==> src/rtl/div_seq_pkg.sv <==
// Shared types and defaults for the iterative divider sequencer.
// Holds the FSM state enum and the default iteration geometry.
package div_seq_pkg;

    typedef enum logic [2:0] {
        IDLE,
        CLEAR,
        RUN,
        CAPTURE,
        DONE,
        EXC
    } state_e;

    localparam int DATA_W_DEF     = 32;
    localparam int DIV_CYCLES_DEF = 32;
    // Must satisfy 2**CNT_W > DIV_CYCLES.
    localparam int CNT_W_DEF      = 6;

endpackage

==> src/rtl/div_seq_if.sv <==
// Bundle between control unit, sequencer and divider engine.
// slave:  sequencer side (request in, status/results/engine drive out).
// master: control unit + divider engine side.
interface div_seq_if #(
    parameter int DATA_W = 32
);
    logic              start;
    logic [DATA_W-1:0] opa;
    logic [DATA_W-1:0] opb;
    logic              busy;
    logic              done;
    logic              div_zero;
    logic [DATA_W-1:0] hi;
    logic [DATA_W-1:0] lo;
    logic              eng_ctrl;
    logic [DATA_W-1:0] eng_a;
    logic [DATA_W-1:0] eng_b;
    logic [DATA_W-1:0] eng_quot;
    logic [DATA_W-1:0] eng_rem;
    logic              eng_zero;

    modport slave (
        input  start, opa, opb,
        input  eng_quot, eng_rem, eng_zero,
        output busy, done, div_zero, hi, lo,
        output eng_ctrl, eng_a, eng_b
    );

    modport master (
        output start, opa, opb,
        output eng_quot, eng_rem, eng_zero,
        input  busy, done, div_zero, hi, lo,
        input  eng_ctrl, eng_a, eng_b
    );
endinterface

==> src/rtl/div_iter_counter.sv <==
// Iteration counter for the divider RUN phase.
// Ports: clk, rst_n (async active-low), clr (sync clear),
//        en (increment), last (count == DIV_CYCLES-1).
module div_iter_counter #(
    parameter int DIV_CYCLES = 32,
    parameter int CNT_W      = 6
) (
    input  logic clk,
    input  logic rst_n,
    input  logic clr,
    input  logic en,
    output logic last
);
    logic [CNT_W-1:0] cnt_q;
    logic [CNT_W-1:0] cnt_d;

    always_comb begin
        cnt_d = cnt_q;
        if (clr) begin
            cnt_d = '0;
        end else if (en) begin
            cnt_d = cnt_q + 1'b1;
        end
    end

    always_ff @(posedge clk or negedge rst_n) begin
        if (!rst_n) begin
            cnt_q <= '0;
        end else begin
            cnt_q <= cnt_d;
        end
    end

    assign last = (cnt_q == CNT_W'(DIV_CYCLES - 1));

endmodule

==> src/rtl/div_sequencer.sv <==
// Multicycle sequencer for the iterative signed divider.
// Ports: clk, reset (async active-low), bus (div_seq_if.slave):
//   start/opa/opb request; busy/done/div_zero status; hi (rem), lo (quot);
//   eng_ctrl/eng_a/eng_b to divider; eng_quot/eng_rem/eng_zero from it.
// Option: DIV_SEQ_ZERO_SHORTCUT_EN traps a zero divisor at issue.
module div_sequencer
    import div_seq_pkg::*;
#(
    parameter int DATA_W     = DATA_W_DEF,
    parameter int DIV_CYCLES = DIV_CYCLES_DEF,
    parameter int CNT_W      = CNT_W_DEF
) (
    input  logic     clk,
    input  logic     reset,
    div_seq_if.slave bus
);
    state_e            state_q;
    logic              busy_q;
    logic              done_q;
    logic              zero_q;
    logic              ctrl_q;
    logic [DATA_W-1:0] hi_q;
    logic [DATA_W-1:0] lo_q;
    logic [DATA_W-1:0] a_q;
    logic [DATA_W-1:0] b_q;
    logic              cnt_last;
    logic              cnt_clr;
    logic              cnt_en;

    assign cnt_clr = (state_q == CLEAR);
    assign cnt_en  = (state_q == RUN);

    div_iter_counter #(
        .DIV_CYCLES (DIV_CYCLES),
        .CNT_W      (CNT_W)
    ) u_cnt (
        .clk   (clk),
        .rst_n (reset),
        .clr   (cnt_clr),
        .en    (cnt_en),
        .last  (cnt_last)
    );

    always_ff @(posedge clk or negedge reset) begin
        if (!reset) begin
            state_q <= IDLE;
            busy_q  <= 1'b0;
            done_q  <= 1'b0;
            zero_q  <= 1'b0;
            ctrl_q  <= 1'b0;
            hi_q    <= '0;
            lo_q    <= '0;
            a_q     <= '0;
            b_q     <= '0;
        end else begin
            // done/div_zero are single-cycle pulses by default.
            done_q <= 1'b0;
            zero_q <= 1'b0;
            unique case (state_q)
                IDLE, DONE, EXC: begin
                    busy_q <= 1'b0;
                    ctrl_q <= 1'b0;
                    if (bus.start) begin
                        a_q <= bus.opa;
                        b_q <= bus.opb;
`ifdef DIV_SEQ_ZERO_SHORTCUT_EN
                        if (bus.opb == '0) begin
                            state_q <= EXC;
                            zero_q  <= 1'b1;
                        end else begin
                            state_q <= CLEAR;
                            busy_q  <= 1'b1;
                        end
`else
                        state_q <= CLEAR;
                        busy_q  <= 1'b1;
`endif
                    end else begin
                        state_q <= IDLE;
                    end
                end
                CLEAR: begin
                    state_q <= RUN;
                    ctrl_q  <= 1'b1;
                end
                RUN: begin
                    // Zero flag beats the count check.
                    if (bus.eng_zero) begin
                        state_q <= EXC;
                        zero_q  <= 1'b1;
                        busy_q  <= 1'b0;
                        ctrl_q  <= 1'b0;
                    end else if (cnt_last) begin
                        state_q <= CAPTURE;
                    end
                end
                CAPTURE: begin
                    hi_q    <= bus.eng_rem;
                    lo_q    <= bus.eng_quot;
                    state_q <= DONE;
                    done_q  <= 1'b1;
                    busy_q  <= 1'b0;
                    ctrl_q  <= 1'b0;
                end
                default: begin
                    state_q <= IDLE;
                    busy_q  <= 1'b0;
                    ctrl_q  <= 1'b0;
                end
            endcase
        end
    end

    assign bus.busy     = busy_q;
    assign bus.done     = done_q;
    assign bus.div_zero = zero_q;
    assign bus.hi       = hi_q;
    assign bus.lo       = lo_q;
    assign bus.eng_ctrl = ctrl_q;
    assign bus.eng_a    = a_q;
    assign bus.eng_b    = b_q;

endmodule

==> src/flat_wrapper.sv <==
// flat-port wrapper written by rule: the top's interface ports become plain ports
module div_sequencer_flat import div_seq_pkg::*;
#(
    parameter int DATA_W     = DATA_W_DEF,
    parameter int DIV_CYCLES = DIV_CYCLES_DEF,
    parameter int CNT_W      = CNT_W_DEF
)
  (clk, reset, bus_start, bus_opa, bus_opb, bus_eng_quot, bus_eng_rem, bus_eng_zero, bus_busy, bus_done, bus_div_zero, bus_hi, bus_lo, bus_eng_ctrl, bus_eng_a, bus_eng_b);
  div_seq_if #(.DATA_W(DATA_W)) bus_i ();
  input  logic clk;
  input  logic reset;
  input wire logic [$bits(bus_i.start)-1:0] bus_start;
  input wire logic [$bits(bus_i.opa)-1:0] bus_opa;
  input wire logic [$bits(bus_i.opb)-1:0] bus_opb;
  input wire logic [$bits(bus_i.eng_quot)-1:0] bus_eng_quot;
  input wire logic [$bits(bus_i.eng_rem)-1:0] bus_eng_rem;
  input wire logic [$bits(bus_i.eng_zero)-1:0] bus_eng_zero;
  output wire logic [$bits(bus_i.busy)-1:0] bus_busy;
  output wire logic [$bits(bus_i.done)-1:0] bus_done;
  output wire logic [$bits(bus_i.div_zero)-1:0] bus_div_zero;
  output wire logic [$bits(bus_i.hi)-1:0] bus_hi;
  output wire logic [$bits(bus_i.lo)-1:0] bus_lo;
  output wire logic [$bits(bus_i.eng_ctrl)-1:0] bus_eng_ctrl;
  output wire logic [$bits(bus_i.eng_a)-1:0] bus_eng_a;
  output wire logic [$bits(bus_i.eng_b)-1:0] bus_eng_b;
  assign bus_i.start = bus_start;
  assign bus_i.opa = bus_opa;
  assign bus_i.opb = bus_opb;
  assign bus_i.eng_quot = bus_eng_quot;
  assign bus_i.eng_rem = bus_eng_rem;
  assign bus_i.eng_zero = bus_eng_zero;
  assign bus_busy = bus_i.busy;
  assign bus_done = bus_i.done;
  assign bus_div_zero = bus_i.div_zero;
  assign bus_hi = bus_i.hi;
  assign bus_lo = bus_i.lo;
  assign bus_eng_ctrl = bus_i.eng_ctrl;
  assign bus_eng_a = bus_i.eng_a;
  assign bus_eng_b = bus_i.eng_b;
  div_sequencer #(.DATA_W(DATA_W), .DIV_CYCLES(DIV_CYCLES), .CNT_W(CNT_W)) u_core (.clk(clk), .reset(reset), .bus(bus_i));
endmodule
==> config.mk <==
export PLATFORM = sky130hd
export DESIGN_NAME = div_sequencer_flat
export DESIGN_NICKNAME = d
export VERILOG_FILES = /design/src/rtl/div_seq_pkg.sv /design/src/rtl/div_seq_if.sv /design/src/rtl/div_iter_counter.sv /design/src/rtl/div_sequencer.sv /design/src/flat_wrapper.sv
export SDC_FILE = /design/constraint.sdc
export NUM_CORES = 1
export LEC_CHECK = 0
export ABC_AREA = 1
export CAP_MARGIN = 20
export CORE_MARGIN = 2
export CORE_UTILIZATION = 44
export DETAILED_ROUTE_END_ITERATION = 7
export PLACE_DENSITY_LB_ADDON = 0.3
export SLEW_MARGIN = 15
export SYNTH_ARGS = -nofsm -noshare
export SYNTH_HDL_FRONTEND = slang
export SYNTH_SLANG_ARGS = --single-unit
==> constraint.sdc <==
create_clock -name clk -period 3.3 [get_ports clk]
set_clock_uncertainty 0.2 [all_clocks]
set_input_delay 0.66 -clock clk [delete_from_list [all_inputs] [get_ports clk]]
set_output_delay 0.66 -clock clk [all_outputs]
set_load 0.01 [all_outputs]
==> results by group <==
Pwr
  – VDD IR-drop max: a little under 0.0006 V
  – Leakage power: 4.32 nW
  – Total power density per cell area: 942 nW/um^2

Logic synthesis
  – Mapped Area: ~5500 um^2
  – Cell count after synthesis: slightly above 600
  – Synthesized net count: between 700 and 800
  – Count of yosys warnings during synthesis: 0
  – #FFs+latches synth: 141
  – Count of cell types in the netlist: 17
  – Portion of the post-synthesis area used by sequential elements: 0.646
  – Syn avg cell area: roughly 9.0 um^2

Global route
  – Pin count of the biggest net entering global routing: around 80
  – Via count of the first global-routing pass: about 5,000
  – Total GRT Usage: 0.232
  – Total congestion overflow: 0
  – Number of antenna violations at the first check in global routing: 0
  – Wire length of the first global-routing pass: roughly 24 mm

Timing
  – Count of final hold-check violations: 0
  – Setup TNS: 0 ns
  – Pin slew with the least headroom to its limit: 1.02 ns
  – Unrepaired setup endpoints after global routing: no
  – Slew Viols, Final: 0
  – Max Clock Freq: approximately 0.45 GHz
  – Worst path setup slack after routing: around 1.1 ns
  – Share of the clock period used by the worst path: 0.673
  – Worst-case headroom to the max-slew limit: 0.317
  – Tmin final: between 2 and 2.5 ns
  – Hold slack final: between 0.07 and 0.08 ns
  – Finish-stage setup viols: 0

Finish
  – Share of post-route cells with drive strength above 1: 0.0364
  – Synthesis-to-layout area growth: 60.2%
  – Layout Utilization: 0.725
  – Total number of nets in the final design: around 1,000
  – Fill cell total of the finished layout: ~860
  – Antenna diode count: 0
  – Post-route design area: between 8000 and 9000 um^2

Critical path
  – Kind of end point of the critical path: output port
  – Data arrival at the endpoint of the critical path: 1.36 ns
  – Kind of launch point of the worst setup path: register
  – CP peak stage delay: around 0.6 ns
  – Worst path cell trace: clkdlybuf4s50_1
  – Standard cell with the maximum stage delay on the critical path: clkdlybuf4s50_1
  – Critical path class: register to output port
  – Highest net fanout along the worst path: 2
  – Required time of the worst setup path: ~2.4 ns
  – Crit path max-delay family: buffers and inverters
  – Count of buffer and inverter cells on the critical path: 1

Clock network
  – Clock latency of the later-clocked register in the worst-skew pair: approximately 0.40 ns
  – Quantity of hold-fixing buffers added after cts: 0
  – CTS tree: done
  – Total of cells resized after clock tree synthesis: 0
  – Number of buffers between clock root and the deepest sink: 2
  – Number of buffers added by the clock tree synthesis step: 17
  – Clock-pin slew on the worst setup and hold paths: ~0.05 ns
  – Post-CTS setup buffer count: 0
  – Maximum level of the CTS H-tree: 4
  – Master cell of the clock root buffer: clkbuf_16
  – TritonCTS Sinks: ~140

Floorplanning
  – Starting density of the core: 0.453
  – Number of placed I/O pins: about 260
  – Core area: approximately 12,000 um^2
  – Area of the die: about 13,000 um^2
  – Chip Height: ~120 um
  – Floorplan die width: approximately 120 um
  – Number of standard-cell rows in the floorplan: 40

Min path
  – Worst hold path class: input pin to async pin

Routing
  – Total vias in the final route: approximately 4,900
  – Highest metal layer with signal wires: met4
  – Post-route ant nets: 0
  – First-pass iteration count of the detailed router: 4
  – Wire length on met1: ~6 mm
  – Residual DRC count: 0
  – Vias per Instance: between 4 and 5
  – Amount of wire on met2 after detailed routing: 7.50 mm
  – First-iteration detailed-routing DRC count: 360
  – Routed wire length per instance: between 10 and 15 um
  – Sum of routed wire length over all layers: approximately 15 mm
  – Met3 routed WL: ~1.5 mm

Placement
  – Placed inst area: approximately 8200 um^2
  – I/O Buffers: approximately 260
  – Global placement routability congestion: 0.836
  – Post-DP HPWL: 10.7 mm
  – Pre-CTS setup slack: 1.12 ns

Flow run
  – Number of violations of the max-capacitance limit: 0

Status
  – Status: finished, final reports clean
## layout by cell type (no fill, tap or decap), types with 4 or more instances in the layout
master             n
o21ai_0           55
nand2_1          274
a21oi_1            4
clkbuf_8           4
nand3_1            5
clkdlybuf4s50_1  262
nor2_1             9
clkbuf_16         17
o21ai_1           11
clkbuf_1           7
dfrtp_1          141
inv_1             75
## power by group
group	switching, mW	leakage, nW	internal [mW]	total (mW)
clock	0.639	0.261	1.11	1.75
combinational	1.64	2.32	1.85	3.49
sequential	0.459	1.75	2.55	3.01
## Yosys cell counts (all sizes together)
cell type,count,area (um^2)
ha,1,12.5
buf,26,153
nand2,275,1030
a21oi,4,20.0
o21ai,66,330
nand3,5,25.0
dfrtp,141,3530
nor2,10,40.0
clkbuf,2,7.51
inv,77,289
o211ai,1,12.5
nor3,1,5.00
nand4,1,6.26
## final cells by class
type / count / area, um^2 / area share
Timing Repair Buffer: 267 / 2690 / 0.307
Multi-Input combinational cell: 364 / 1500 / 0.171
Tap cell: 168 / 210 / 0.0240
Inverter: 77 / 289 / 0.0330
Clock inverter: 1 / 30.0 / 0.00343
Clock buffer: 28 / 507 / 0.0579
Sequential cell: 141 / 3530 / 0.403
## per-stage QoR
stage	power (mW)	std cells
detailed placement	6.52	1017
finish	8.24	1046
global placement	6.38	1017
CTS	8.33	1046
floorplan	4.41	610
global route	8.80	1046
## metal layers
metal | vias to the layer above | GRT usage
met5 | - | 0
met4 | 0 | 0.0851
met3 | 16 | 0.0800
met2 | 216 | 0.390
met1 | 2279 | 0.276
li1 | 2343 | -
## state kept, by name, summed over array words and instances (netlist names)
signal / flops
u_core.bus.eng_a: 32
u_core.bus.eng_b: 32
u_core.bus.hi: 32
u_core.bus.lo: 32
u_core.u_cnt.cnt_q: 6
u_core.state_q: 3
u_core.bus.busy: 1
u_core.bus.div_zero: 1
u_core.bus.done: 1
u_core.bus.eng_ctrl: 1
## worst paths after layout
path	startpoint	endpoint	slack, ns	depth (start not counted)
worst max-delay path	u_core.bus.hi[1]	bus_hi[1]	1.08	1
worst min-delay path	reset	u_core.bus.eng_b[29]	0.08	1
worst max register to register	u_core.state_q[2]	u_core.bus.lo[18]	1.23	7
worst min register to register	u_core.bus.hi[8]	u_core.bus.hi[8]	0.28	2
max in group asynchronous	reset	u_core.bus.hi[19]	2.03	2
min in group clk	u_core.bus.hi[8]	u_core.bus.hi[8]	0.28	2
## cell families (layout without fill, tap and decap cells)
kind of cell	after synthesis	in the layout	synth area share
AND/OR/NAND/NOR	292	292	0.203
adder cells (fa/ha/maj)	1	1	0.00229
flip-flops	141	141	0.646
AO/OA/AOI/OAI	71	71	0.0664
buffers and inverters	105	373	0.0822
No activity file was read; power rests on OpenSTA's default activity.
